`config.mk`:
```
export PLATFORM = sky130hd
export DESIGN_NAME = xif_accel_dispatcher
export DESIGN_NICKNAME = d
export VERILOG_FILES = /design/src/rtl/xif_dispatch_pkg.sv /design/src/rtl/xif_rr_arbiter.sv /design/src/rtl/xif_accel_dispatcher.sv
export SDC_FILE = /design/constraint.sdc
export NUM_CORES = 1
export LEC_CHECK = 0
export ABC_CLOCK_PERIOD_IN_PS = 9000
export BUFFER_PORTS_ARGS = -buffer_cell sky130_fd_sc_hd__buf_2
export CORE_AREA = 2 2 298 300
export CTS_CLUSTER_DIAMETER = 120
export CTS_CLUSTER_SIZE = 20
export DETAILED_ROUTE_END_ITERATION = 8
export DIE_AREA = 0 0 300 302
export PLACE_DENSITY = 0.34
export SYNTH_ARGS = -nofsm -noshare
export SYNTH_HDL_FRONTEND = slang
export SYNTH_SLANG_ARGS = --single-unit
export TNS_END_PERCENT = 30
```
`constraint.sdc`:
```
create_clock -name clk -period 9 [get_ports clk]
set_input_delay 1.35 -clock clk [delete_from_list [all_inputs] [get_ports clk]]
set_output_delay 1.35 -clock clk [all_outputs]
set_load 0.1 [all_outputs]
```
`src/rtl/xif_dispatch_pkg.sv`:
```
// Shared owner-table entry type and opcode decode for the CV-X-IF accelerator dispatcher.
// Supports up to MAX_ACC channels; owner fields are sized for that maximum.
package xif_dispatch_pkg;

  localparam int MAX_ACC   = 8;
  localparam int ACC_IDX_W = 3;

  typedef struct packed {
    logic                 valid;
    logic [ACC_IDX_W-1:0] owner;
  } owner_t;

  // Returns {hit, index} of the lowest channel below num whose opcode matches.
  function automatic logic [ACC_IDX_W:0] opcode_match(input logic [6:0] opcode,
                                                      input logic [MAX_ACC*7-1:0] list,
                                                      input int num);
    logic [ACC_IDX_W:0] r;
    r = '0;
    for (int i = MAX_ACC - 1; i >= 0; i--) begin
      if (i < num && list[7*i +: 7] == opcode) r = {1'b1, ACC_IDX_W'(i)};
    end
    return r;
  endfunction

endpackage

```
`src/rtl/xif_rr_arbiter.sv`:
```
// Round-robin arbiter with combinational grant; the winner stays locked until ack, then the pointer moves past it.
// Zero latency; other requesters wait while a grant is held.
module xif_rr_arbiter #(
  parameter int N = 2,
  localparam int IW = (N > 1) ? $clog2(N) : 1
) (
  input  logic          clk,
  input  logic          rst_n,
  input  logic [N-1:0]  req,
  input  logic          ack,
  output logic          gnt_vld,
  output logic [IW-1:0] gnt_idx
);

  logic [IW-1:0] ptr_q;
  logic [IW-1:0] lock_idx_q;
  logic          lock_q;
  logic [IW-1:0] rr_idx;
  logic          rr_vld;
  logic [IW:0]   pos;

  always_comb begin
    rr_vld = 1'b0;
    rr_idx = ptr_q;
    pos    = '0;
    // Walk from farthest to nearest so the requester closest to ptr wins.
    for (int k = N - 1; k >= 0; k--) begin
      pos = {1'b0, ptr_q} + (IW+1)'(k);
      if (pos >= (IW+1)'(N)) pos = pos - (IW+1)'(N);
      if (req[pos[IW-1:0]]) begin
        rr_vld = 1'b1;
        rr_idx = pos[IW-1:0];
      end
    end
  end

  assign gnt_vld = lock_q ? req[lock_idx_q] : rr_vld;
  assign gnt_idx = lock_q ? lock_idx_q : rr_idx;

  always_ff @(posedge clk or negedge rst_n) begin
    if (!rst_n) begin
      ptr_q      <= '0;
      lock_q     <= 1'b0;
      lock_idx_q <= '0;
    end else if (gnt_vld && ack) begin
      lock_q <= 1'b0;
      ptr_q  <= (gnt_idx == IW'(N - 1)) ? '0 : gnt_idx + IW'(1);
    end else if (gnt_vld) begin
      lock_q     <= 1'b1;
      lock_idx_q <= gnt_idx;
    end
  end

endmodule

```
`src/rtl/xif_accel_dispatcher.sv`:
```
// Steers CV-X-IF issue/register/commit traffic to NUM_ACC coprocessors and round-robins results back, zero added latency,
// backpressure passed straight from the owning channel. XIF_DISPATCH_PERF_EN adds issue and stall counters.
module xif_accel_dispatcher
  import xif_dispatch_pkg::*;
#(
  parameter int NUM_ACC         = 2,
  parameter int ID_WIDTH        = 4,
  parameter int DATA_WIDTH      = 64,
  parameter int NUM_RS          = 2,
  parameter int MAX_OUTSTANDING = 8,
  parameter logic [NUM_ACC*7-1:0] ACC_OPCODES = {7'h0B, 7'h2B}
) (
  input  logic                           clk,
  input  logic                           rst_n,
  input  logic                           core_issue_valid,
  output logic                           core_issue_ready,
  input  logic [31:0]                    core_issue_instr,
  input  logic [ID_WIDTH-1:0]            core_issue_id,
  output logic                           core_issue_accept,
  output logic                           core_issue_writeback,
  input  logic                           core_reg_valid,
  output logic                           core_reg_ready,
  input  logic [ID_WIDTH-1:0]            core_reg_id,
  input  logic [NUM_RS*DATA_WIDTH-1:0]   core_reg_rs,
  input  logic                           core_commit_valid,
  input  logic [ID_WIDTH-1:0]            core_commit_id,
  input  logic                           core_commit_kill,
  output logic                           core_result_valid,
  input  logic                           core_result_ready,
  output logic [ID_WIDTH-1:0]            core_result_id,
  output logic [DATA_WIDTH-1:0]          core_result_data,
  output logic [4:0]                     core_result_rd,
  output logic                           core_result_we,
  output logic [NUM_ACC-1:0]             acc_issue_valid,
  input  logic [NUM_ACC-1:0]             acc_issue_ready,
  output logic [NUM_ACC*32-1:0]          acc_issue_instr,
  output logic [NUM_ACC*ID_WIDTH-1:0]    acc_issue_id,
  input  logic [NUM_ACC-1:0]             acc_issue_accept,
  input  logic [NUM_ACC-1:0]             acc_issue_writeback,
  output logic [NUM_ACC-1:0]             acc_reg_valid,
  input  logic [NUM_ACC-1:0]             acc_reg_ready,
  output logic [NUM_ACC*ID_WIDTH-1:0]    acc_reg_id,
  output logic [NUM_ACC*NUM_RS*DATA_WIDTH-1:0] acc_reg_rs,
  output logic [NUM_ACC-1:0]             acc_commit_valid,
  output logic [NUM_ACC*ID_WIDTH-1:0]    acc_commit_id,
  output logic [NUM_ACC-1:0]             acc_commit_kill,
  input  logic [NUM_ACC-1:0]             acc_result_valid,
  output logic [NUM_ACC-1:0]             acc_result_ready,
  input  logic [NUM_ACC*ID_WIDTH-1:0]    acc_result_id,
  input  logic [NUM_ACC*DATA_WIDTH-1:0]  acc_result_data,
  input  logic [NUM_ACC*5-1:0]           acc_result_rd,
  input  logic [NUM_ACC-1:0]             acc_result_we,
  output logic                           busy
`ifdef XIF_DISPATCH_PERF_EN
  ,
  output logic [NUM_ACC*32-1:0]          perf_issue_cnt,
  output logic [31:0]                    perf_stall_cnt
`endif
);

  localparam int NUM_IDS = 2 ** ID_WIDTH;
  localparam int CNT_W   = $clog2(MAX_OUTSTANDING + 1);
  localparam int GW      = (NUM_ACC > 1) ? $clog2(NUM_ACC) : 1;
  localparam logic [MAX_ACC*7-1:0] OP_LIST = (MAX_ACC*7)'(ACC_OPCODES);

  owner_t               owner_tbl [NUM_IDS];
  logic [CNT_W-1:0]     count_q;
  logic                 hit;
  logic [ACC_IDX_W-1:0] hit_idx;
  logic                 iss_live, res_live, stall, alloc;
  owner_t               reg_ent, cmt_ent;
  logic                 res_fire, kill_free, res_free, dbl_free;
  logic [1:0]           n_free;
  logic                 gnt_vld;
  logic [GW-1:0]        gnt_idx;

  assign {hit, hit_idx} = opcode_match(core_issue_instr[6:0], OP_LIST, NUM_ACC);
  assign iss_live = owner_tbl[core_issue_id].valid;
  assign res_live = owner_tbl[core_result_id].valid;
  assign reg_ent  = owner_tbl[core_reg_id];
  assign cmt_ent  = owner_tbl[core_commit_id];
  assign stall    = (count_q == CNT_W'(MAX_OUTSTANDING)) || iss_live;
  assign busy     = (count_q != '0);

  assign acc_issue_instr = {NUM_ACC{core_issue_instr}};
  assign acc_issue_id    = {NUM_ACC{core_issue_id}};
  assign acc_reg_id      = {NUM_ACC{core_reg_id}};
  assign acc_reg_rs      = {NUM_ACC{core_reg_rs}};
  assign acc_commit_id   = {NUM_ACC{core_commit_id}};
  assign acc_commit_kill = {NUM_ACC{core_commit_kill}};

  xif_rr_arbiter #(.N(NUM_ACC)) u_rr (
    .clk     (clk),
    .rst_n   (rst_n),
    .req     (acc_result_valid),
    .ack     (core_result_ready),
    .gnt_vld (gnt_vld),
    .gnt_idx (gnt_idx)
  );

  always_comb begin
    acc_issue_valid      = '0;
    acc_reg_valid        = '0;
    acc_commit_valid     = '0;
    acc_result_ready     = '0;
    // Unclaimed opcodes are acknowledged immediately with accept=0.
    core_issue_ready     = core_issue_valid;
    core_issue_accept    = 1'b0;
    core_issue_writeback = 1'b0;
    core_reg_ready       = busy;
    core_result_valid    = gnt_vld;
    core_result_id       = '0;
    core_result_data     = '0;
    core_result_rd       = '0;
    core_result_we       = 1'b0;
    for (int c = 0; c < NUM_ACC; c++) begin
      if (hit && hit_idx == ACC_IDX_W'(c)) begin
        acc_issue_valid[c]   = core_issue_valid & ~stall;
        core_issue_ready     = acc_issue_ready[c] & ~stall;
        core_issue_accept    = acc_issue_accept[c];
        core_issue_writeback = acc_issue_writeback[c];
      end
      if (reg_ent.valid && reg_ent.owner == ACC_IDX_W'(c)) begin
        acc_reg_valid[c] = core_reg_valid;
        core_reg_ready   = acc_reg_ready[c];
      end
      if (cmt_ent.valid && cmt_ent.owner == ACC_IDX_W'(c))
        acc_commit_valid[c] = core_commit_valid;
      if (gnt_vld && gnt_idx == GW'(c)) begin
        acc_result_ready[c] = core_result_ready;
        core_result_id      = acc_result_id[c*ID_WIDTH +: ID_WIDTH];
        core_result_data    = acc_result_data[c*DATA_WIDTH +: DATA_WIDTH];
        core_result_rd      = acc_result_rd[c*5 +: 5];
        core_result_we      = acc_result_we[c];
      end
    end
  end

  assign alloc     = core_issue_valid & core_issue_ready & core_issue_accept & hit;
  assign res_fire  = gnt_vld & core_result_ready;
  assign kill_free = core_commit_valid & core_commit_kill & cmt_ent.valid;
  assign res_free  = res_fire & res_live;
  // A kill and a result naming the same ID release a single entry.
  assign dbl_free  = kill_free & res_free & (core_commit_id != core_result_id);
  assign n_free    = dbl_free ? 2'd2 : {1'b0, kill_free | res_free};

  always_ff @(posedge clk or negedge rst_n) begin
    if (!rst_n) begin
      count_q <= '0;
      for (int i = 0; i < NUM_IDS; i++) owner_tbl[i] <= '0;
    end else begin
      count_q <= count_q + CNT_W'(alloc) - CNT_W'(n_free);
      if (kill_free) owner_tbl[core_commit_id] <= '0;
      if (res_free)  owner_tbl[core_result_id] <= '0;
      if (alloc)     owner_tbl[core_issue_id]  <= '{valid: 1'b1, owner: hit_idx};
    end
  end

`ifdef XIF_DISPATCH_PERF_EN
  always_ff @(posedge clk or negedge rst_n) begin
    if (!rst_n) begin
      perf_issue_cnt <= '0;
      perf_stall_cnt <= '0;
    end else begin
      if (core_issue_valid && stall && perf_stall_cnt != '1)
        perf_stall_cnt <= perf_stall_cnt + 32'd1;
      for (int c = 0; c < NUM_ACC; c++) begin
        if (alloc && hit_idx == ACC_IDX_W'(c) && perf_issue_cnt[c*32 +: 32] != '1)
          perf_issue_cnt[c*32 +: 32] <= perf_issue_cnt[c*32 +: 32] + 32'd1;
      end
    end
  end
`endif

endmodule

```
# Word level (Yosys, flattened, before mapping)
# Cells that the tools add are included.
# Widths: inputs -> output; s select.
[totals] ff_bits=71 input_bits=337 output_inout_bits=434 word_cells=170
[classes] addsub=6 n_lt_le_gt_ge=12 eq_ne=7 mux=66 bitwise=24 n_reduce_logical=19
[op_table] op="$mux 64" count=5
[op_table] op="$and 64x64->64" count=2
[op_table] op="$not 64->64" count=2
[op_table] op="$bmux 4 s4" count=4
[op_table] op="$bwmux 64" count=1
[op_table] op="$mux 4" count=15
[op_table] op="$demux 4 s4" count=3
[op_table] op="$mux 1" count=35
[op_table] op="$ge 5x5->1 const B" count=4
[op_table] op="$not 4->5" count=4
[op_table] op="$lt 5x1->1 const B" count=3
[op_table] op="$and 1x1->1" count=12
[op_table] op="$logic_and 1x1->1" count=12
[op_table] op="$mux 5" count=2
[op_table] op="$eq 3x1->1 const B" count=3
[op_table] op="$logic_not 3->1" count=3
[op_table] op="$eq 4x7->1 const A" count=1
[op_table] op="$eq 6x7->1 const A" count=1
[op_table] op="$lt 1x2->1 const B" count=3
[op_table] op="$add 4x1->4" count=1
[op_table] op="$eq 4x4->1 const B" count=1
[op_table] op="$ne 4x4->1" count=1
[op_table] op="$reduce_bool 4->1" count=1
[op_table] op="$sub 4x2->4" count=1
[op_table] op="11 further kinds" count=14

# Depth between registers and ports, before layout
[logic_depth] word_depth=22 depth_mapped=17 depth_no_buf=15

# Hierarchy
# Synthesis repeated with hierarchy kept, for this count alone.
[hier_totals] cells_unflattened=984 area_unflattened_um2=8401.8
[modules_own_cells] mod="xif_accel_dispatcher" instances=1 cells_per_inst=965 area_per_inst_um2=8226.6
[modules_own_cells] mod="xif_rr_arbiter" instances=1 cells_per_inst=19 area_per_inst_um2=175.2

# Worst setup path before layout
# No wires, ideal clock.
[synth_timing] kind="input-to-output" start="input core_commit_id[0]" end="output acc_commit_valid[0]" arrival_ns=7.231 t_required_ns=7.650 setup_slack_ns=0.419 path_stages=4 n_path_buf=1 path_cell_list="buf_2 > mux4_2 > mux4_2 > a2111oi_0"
[synth_between] elab_chain_cells=7
[synth_lines] element="start, declared" line_no="xif_accel_dispatcher.sv:26" source="input logic [ID_WIDTH-1:0] core_commit_id,"
[synth_lines] element="$not 4->5 (implied by the code) *" line_no="xif_accel_dispatcher.sv:81" source="assign cmt_ent = owner_tbl[core_commit_id];"
[synth_lines] element="$bmux 4 s4 *" line_no="xif_accel_dispatcher.sv:81"
[synth_lines] element="$mux 4 (implied by the code) * (2 in series)" line_no="xif_accel_dispatcher.sv:81"
[synth_lines] element="$logic_not 3->1" line_no="xif_accel_dispatcher.sv:127" source="if (cmt_ent.valid && cmt_ent.owner == ACC_IDX_W'(c))"
[synth_lines] element="$logic_and 1x1->1 *" line_no="xif_accel_dispatcher.sv:127"
[synth_lines] element="$mux 1 *" line_no="xif_accel_dispatcher.sv:127"
[synth_lines] element="end, declared" line_no="xif_accel_dispatcher.sv:44" source="output logic [NUM_ACC-1:0] acc_commit_valid,"
# Mark *: on every way between the ends. The rest lies on a longest branch, timed or not. The select of a mux whose other input is x is not followed.

# Worst setup path in the final report
# Same ends and word-level chain as after synthesis.

==> impl_metrics.env <==
export IMPL_period_needed_ns=5.445
export IMPL_average_instance_area_after_synthesis_um2=8.676
export IMPL_synth_area_um2=7904
export IMPL_synth_async_reset_ratio_pct=100.0
export IMPL_cts_tree="yes"
export IMPL_groute_usage_overall_pct=11.33
export IMPL_portBuffers=311
export IMPL_worstSetupEndpointType="output port"
export IMPL_yosys_most_used_dff="sky130_fd_sc_hd__dfrtp_1"
export IMPL_multiInputGateArea_um2=3299
export IMPL_synth_yosys_seq_area_share_pct=22.48
export IMPL_worst_setup_path_type="primary input to output port"
export IMPL_detail_route_drc_violations=0
export IMPL_clock_insertion_delay_worst_skew_ns=0.35
export IMPL_timing_max_transition_violations_final=0
export IMPL_min_delay_path_class="flop to flop"
export IMPL_skew_ns=0.01329
export IMPL_maxCapViolations=0
export IMPL_clock_root_buffer="sky130_fd_sc_hd__clkbuf_16"
export IMPL_final_seq_area_um2=1777
export IMPL_ys_seq_elements=71
export IMPL_post_cts_hold_buffer_count=0
export IMPL_fp_dieH_um=302
export IMPL_antenna_found_initial=14
export IMPL_globalplace_congestion=0.8112
export IMPL_reg2reg_from="u_rr.lock_q"
export IMPL_yosys_cell_types_count=68
export IMPL_initial_core_util_pct=9.027
export IMPL_power_per_cell_area_nw_per_um2=202.2
export IMPL_synth_edff_count=0
export IMPL_worst_setup_path_startpoint="core_commit_id[0]"
export IMPL_post_synth_most_frequent_cells="sky130_fd_sc_hd__buf_4 (347), sky130_fd_sc_hd__a22o_1 (74), sky130_fd_sc_hd__dfrtp_1 (71), sky130_fd_sc_hd__nand2_1 (60), sky130_fd_sc_hd__nor2_1 (31)"
export IMPL_timing_critical_path_fanout_max=32
export IMPL_vias=6498
export IMPL_final_setup_fails=0
export IMPL_final_hold_violation_count=0
export IMPL_syn_inst_count=911
export IMPL_vias_in_the_first_global_route=6413
export IMPL_cts_reportedPaths_clkPinSlew_ns=0.07
export IMPL_cp_data_arrival_time_ns=4.09
export IMPL_route_detailed_vias_per_inst=3.212
export IMPL_netlist_area_leader_share_pct=32.96
export IMPL_grt_start_max_net_pins=72
export IMPL_max_vdd_ir_drop_mv=0.08222
export IMPL_critPathLaunchType="primary input"
export IMPL_cts_htree_levels=3
export IMPL_post_route_cells_drive_above_1_share_pct=42.82
export IMPL_detail_route_first_pass_iterations=5
export IMPL_grt_overflow=0
export IMPL_cts_resized_gates=0
export IMPL_layout_setup_ws_ns=3.555
export IMPL_setup_tns_final_ns=0
export IMPL_result_of_the_run="finished clean"
export IMPL_synth_largest_area_cell="sky130_fd_sc_hd__buf_4"
export IMPL_placeableCoreArea_um2=87560
export IMPL_holdCritStartpoint="owner_tbl[53]"
export IMPL_layout_filler_cells=10263
export IMPL_dp_hpwl_um=47790
export IMPL_power_static_leakage_nw=3.692
export IMPL_postRouteAntennaNets=0
export IMPL_timing_fmax_mhz=183.7
export IMPL_num_nets_final=1197
export IMPL_detail_route_wl_per_cell_um=26.90
export IMPL_synth_most_common_cell="sky130_fd_sc_hd__buf_4"
export IMPL_drt_wl_total_um=54420
export IMPL_die_w_um=300
export IMPL_post_synth_main_area_contributors="sky130_fd_sc_hd__buf_4 (33%), sky130_fd_sc_hd__dfrtp_1 (22%), sky130_fd_sc_hd__a22o_1 (8.2%)"
export IMPL_synth_warnings=0
export IMPL_number_of_violations_reported_at_the_end_of_detailed_routing_iteration_0=576
export IMPL_area_growth_synth_to_final_pct=7.108
export IMPL_final_period_utilization_pct=60.50
export IMPL_relSlewSlack_pct=34.03
export IMPL_tritoncts_num_buffers=9
export IMPL_critPathRequiredTime_ns=7.65
export IMPL_clock_sink_count=71
export IMPL_dpl_worst_slack_ns=3.510
export IMPL_timing_worst_slew_pin_value_ns=0.9895
export IMPL_unrepaired_setup_endpoints_after_global_routing="false"
export IMPL_grt_pass1_wl_um=66790
export IMPL_postCtsSetupRepairBufs=0
export IMPL_boundaryPins=771
export IMPL_syn_nets=1256
export IMPL_cts_max_path_buffers=2
export IMPL_core_rowCount=109
export IMPL_area_of_the_die_um2=90600
==> metrics by stage <==
| step | hold WS (ns) | util [%] | power, mW | instance area (µm²) | std cells |
|---|---|---|---|---|---|
| floorplan | 0.4543 | - | 1.716 | 7904 | 911 |
| global placement | 0.4722 | 9.330 | 1.384 | 8169 | 2006 |
| detailed placement | 0.4718 | 9.330 | 1.387 | 8169 | 2006 |
| CTS | 0.4904 | 9.666 | 1.761 | 8463 | 2022 |
| global route | 0.5031 | 9.666 | 1.803 | 8463 | 2022 |
| finish | 0.4868 | 9.669 | 1.712 | 8466 | 2023 |
==> worst max-delay path, cell delays in order <==
cell and delay [ns]:
sky130_fd_sc_hd__buf_2 0.59, sky130_fd_sc_hd__mux4_2 0.62, sky130_fd_sc_hd__mux4_2 0.50, sky130_fd_sc_hd__a2111oi_0 0.47, sky130_fd_sc_hd__buf_2 0.54
==> routing by layer <==
layer	track usage (%)	part of all wire [%]	vias up
li1	-	-	2758
met1	11.08	33	3126
met2	20.18	50	523
met3	6.708	14	83
met4	3.083	2.8	8
met5	0.1035	0.096	-
==> cell families after synthesis <==
group,synth area share (%)
fa+ha+maj,1.361
buf+inv,35.87
compound gates,17.13
mux,6.870
xor+xnor,0.6649
simple gates,15.62
flops,22.48
==> flip-flops by register name, summed over array words and instances, names as in the netlist <==
name             count
u_rr.lock_idx_q      1
owner_tbl           64
u_rr.lock_q          1
u_rr.ptr_q           1
count_q              4
==> cell usage in the layout (no fill, tap or decap), drive strengths merged, types with 5 or more instances in the layout <==
cell type / count
o21a: 6
mux4: 21
a21oi: 12
inv: 20
a22o: 74
o22ai: 9
and3: 21
mux2i: 7
o22a: 5
ha: 7
nand3: 28
nand4: 6
nor2b: 6
nor4b: 10
and2: 26
nand2: 60
or3: 7
nor3: 16
buf: 314
clkbuf: 9
dfrtp: 71
a211oi: 11
nor2: 32
o21ai: 18
==> final timing paths <==
path                                  endpoint  slack [ns]  depth (start not counted)
max                        acc_commit_valid[0]        3.56                          5
min                              owner_tbl[53]        0.49                          1
max reg2reg                         count_q[2]        4.74                         14
min reg2reg                      owner_tbl[53]        0.49                          1
max in group asynchronous         owner_tbl[9]        7.11                          2
min in group asynchronous        owner_tbl[53]        1.24                          2
==> where the power goes <==
group | switching, mW | internal [mW] | total [mW]
sequential | 0.0180 | 0.340 | 0.358
clock | 0.167 | 0.196 | 0.363
combinational | 0.814 | 0.177 | 0.991
total | 0.999 | 0.713 | 1.71
==> area by class of cell <==
| cell class | count | share of cell area (%) |
|---|---|---|
| tap | 1165 | 17.22 |
| sequential | 71 | 20.99 |
| clock buffer | 9 | 2.660 |
| timing repair buffer | 314 | 18.65 |
| multi-input combinational | 441 | 38.97 |
| antenna | 1 | 0.02956 |
| clock inverter | 7 | 0.8129 |
| inverter | 15 | 0.6651 |
Note: power is estimated with default switching activity, not from simulation.
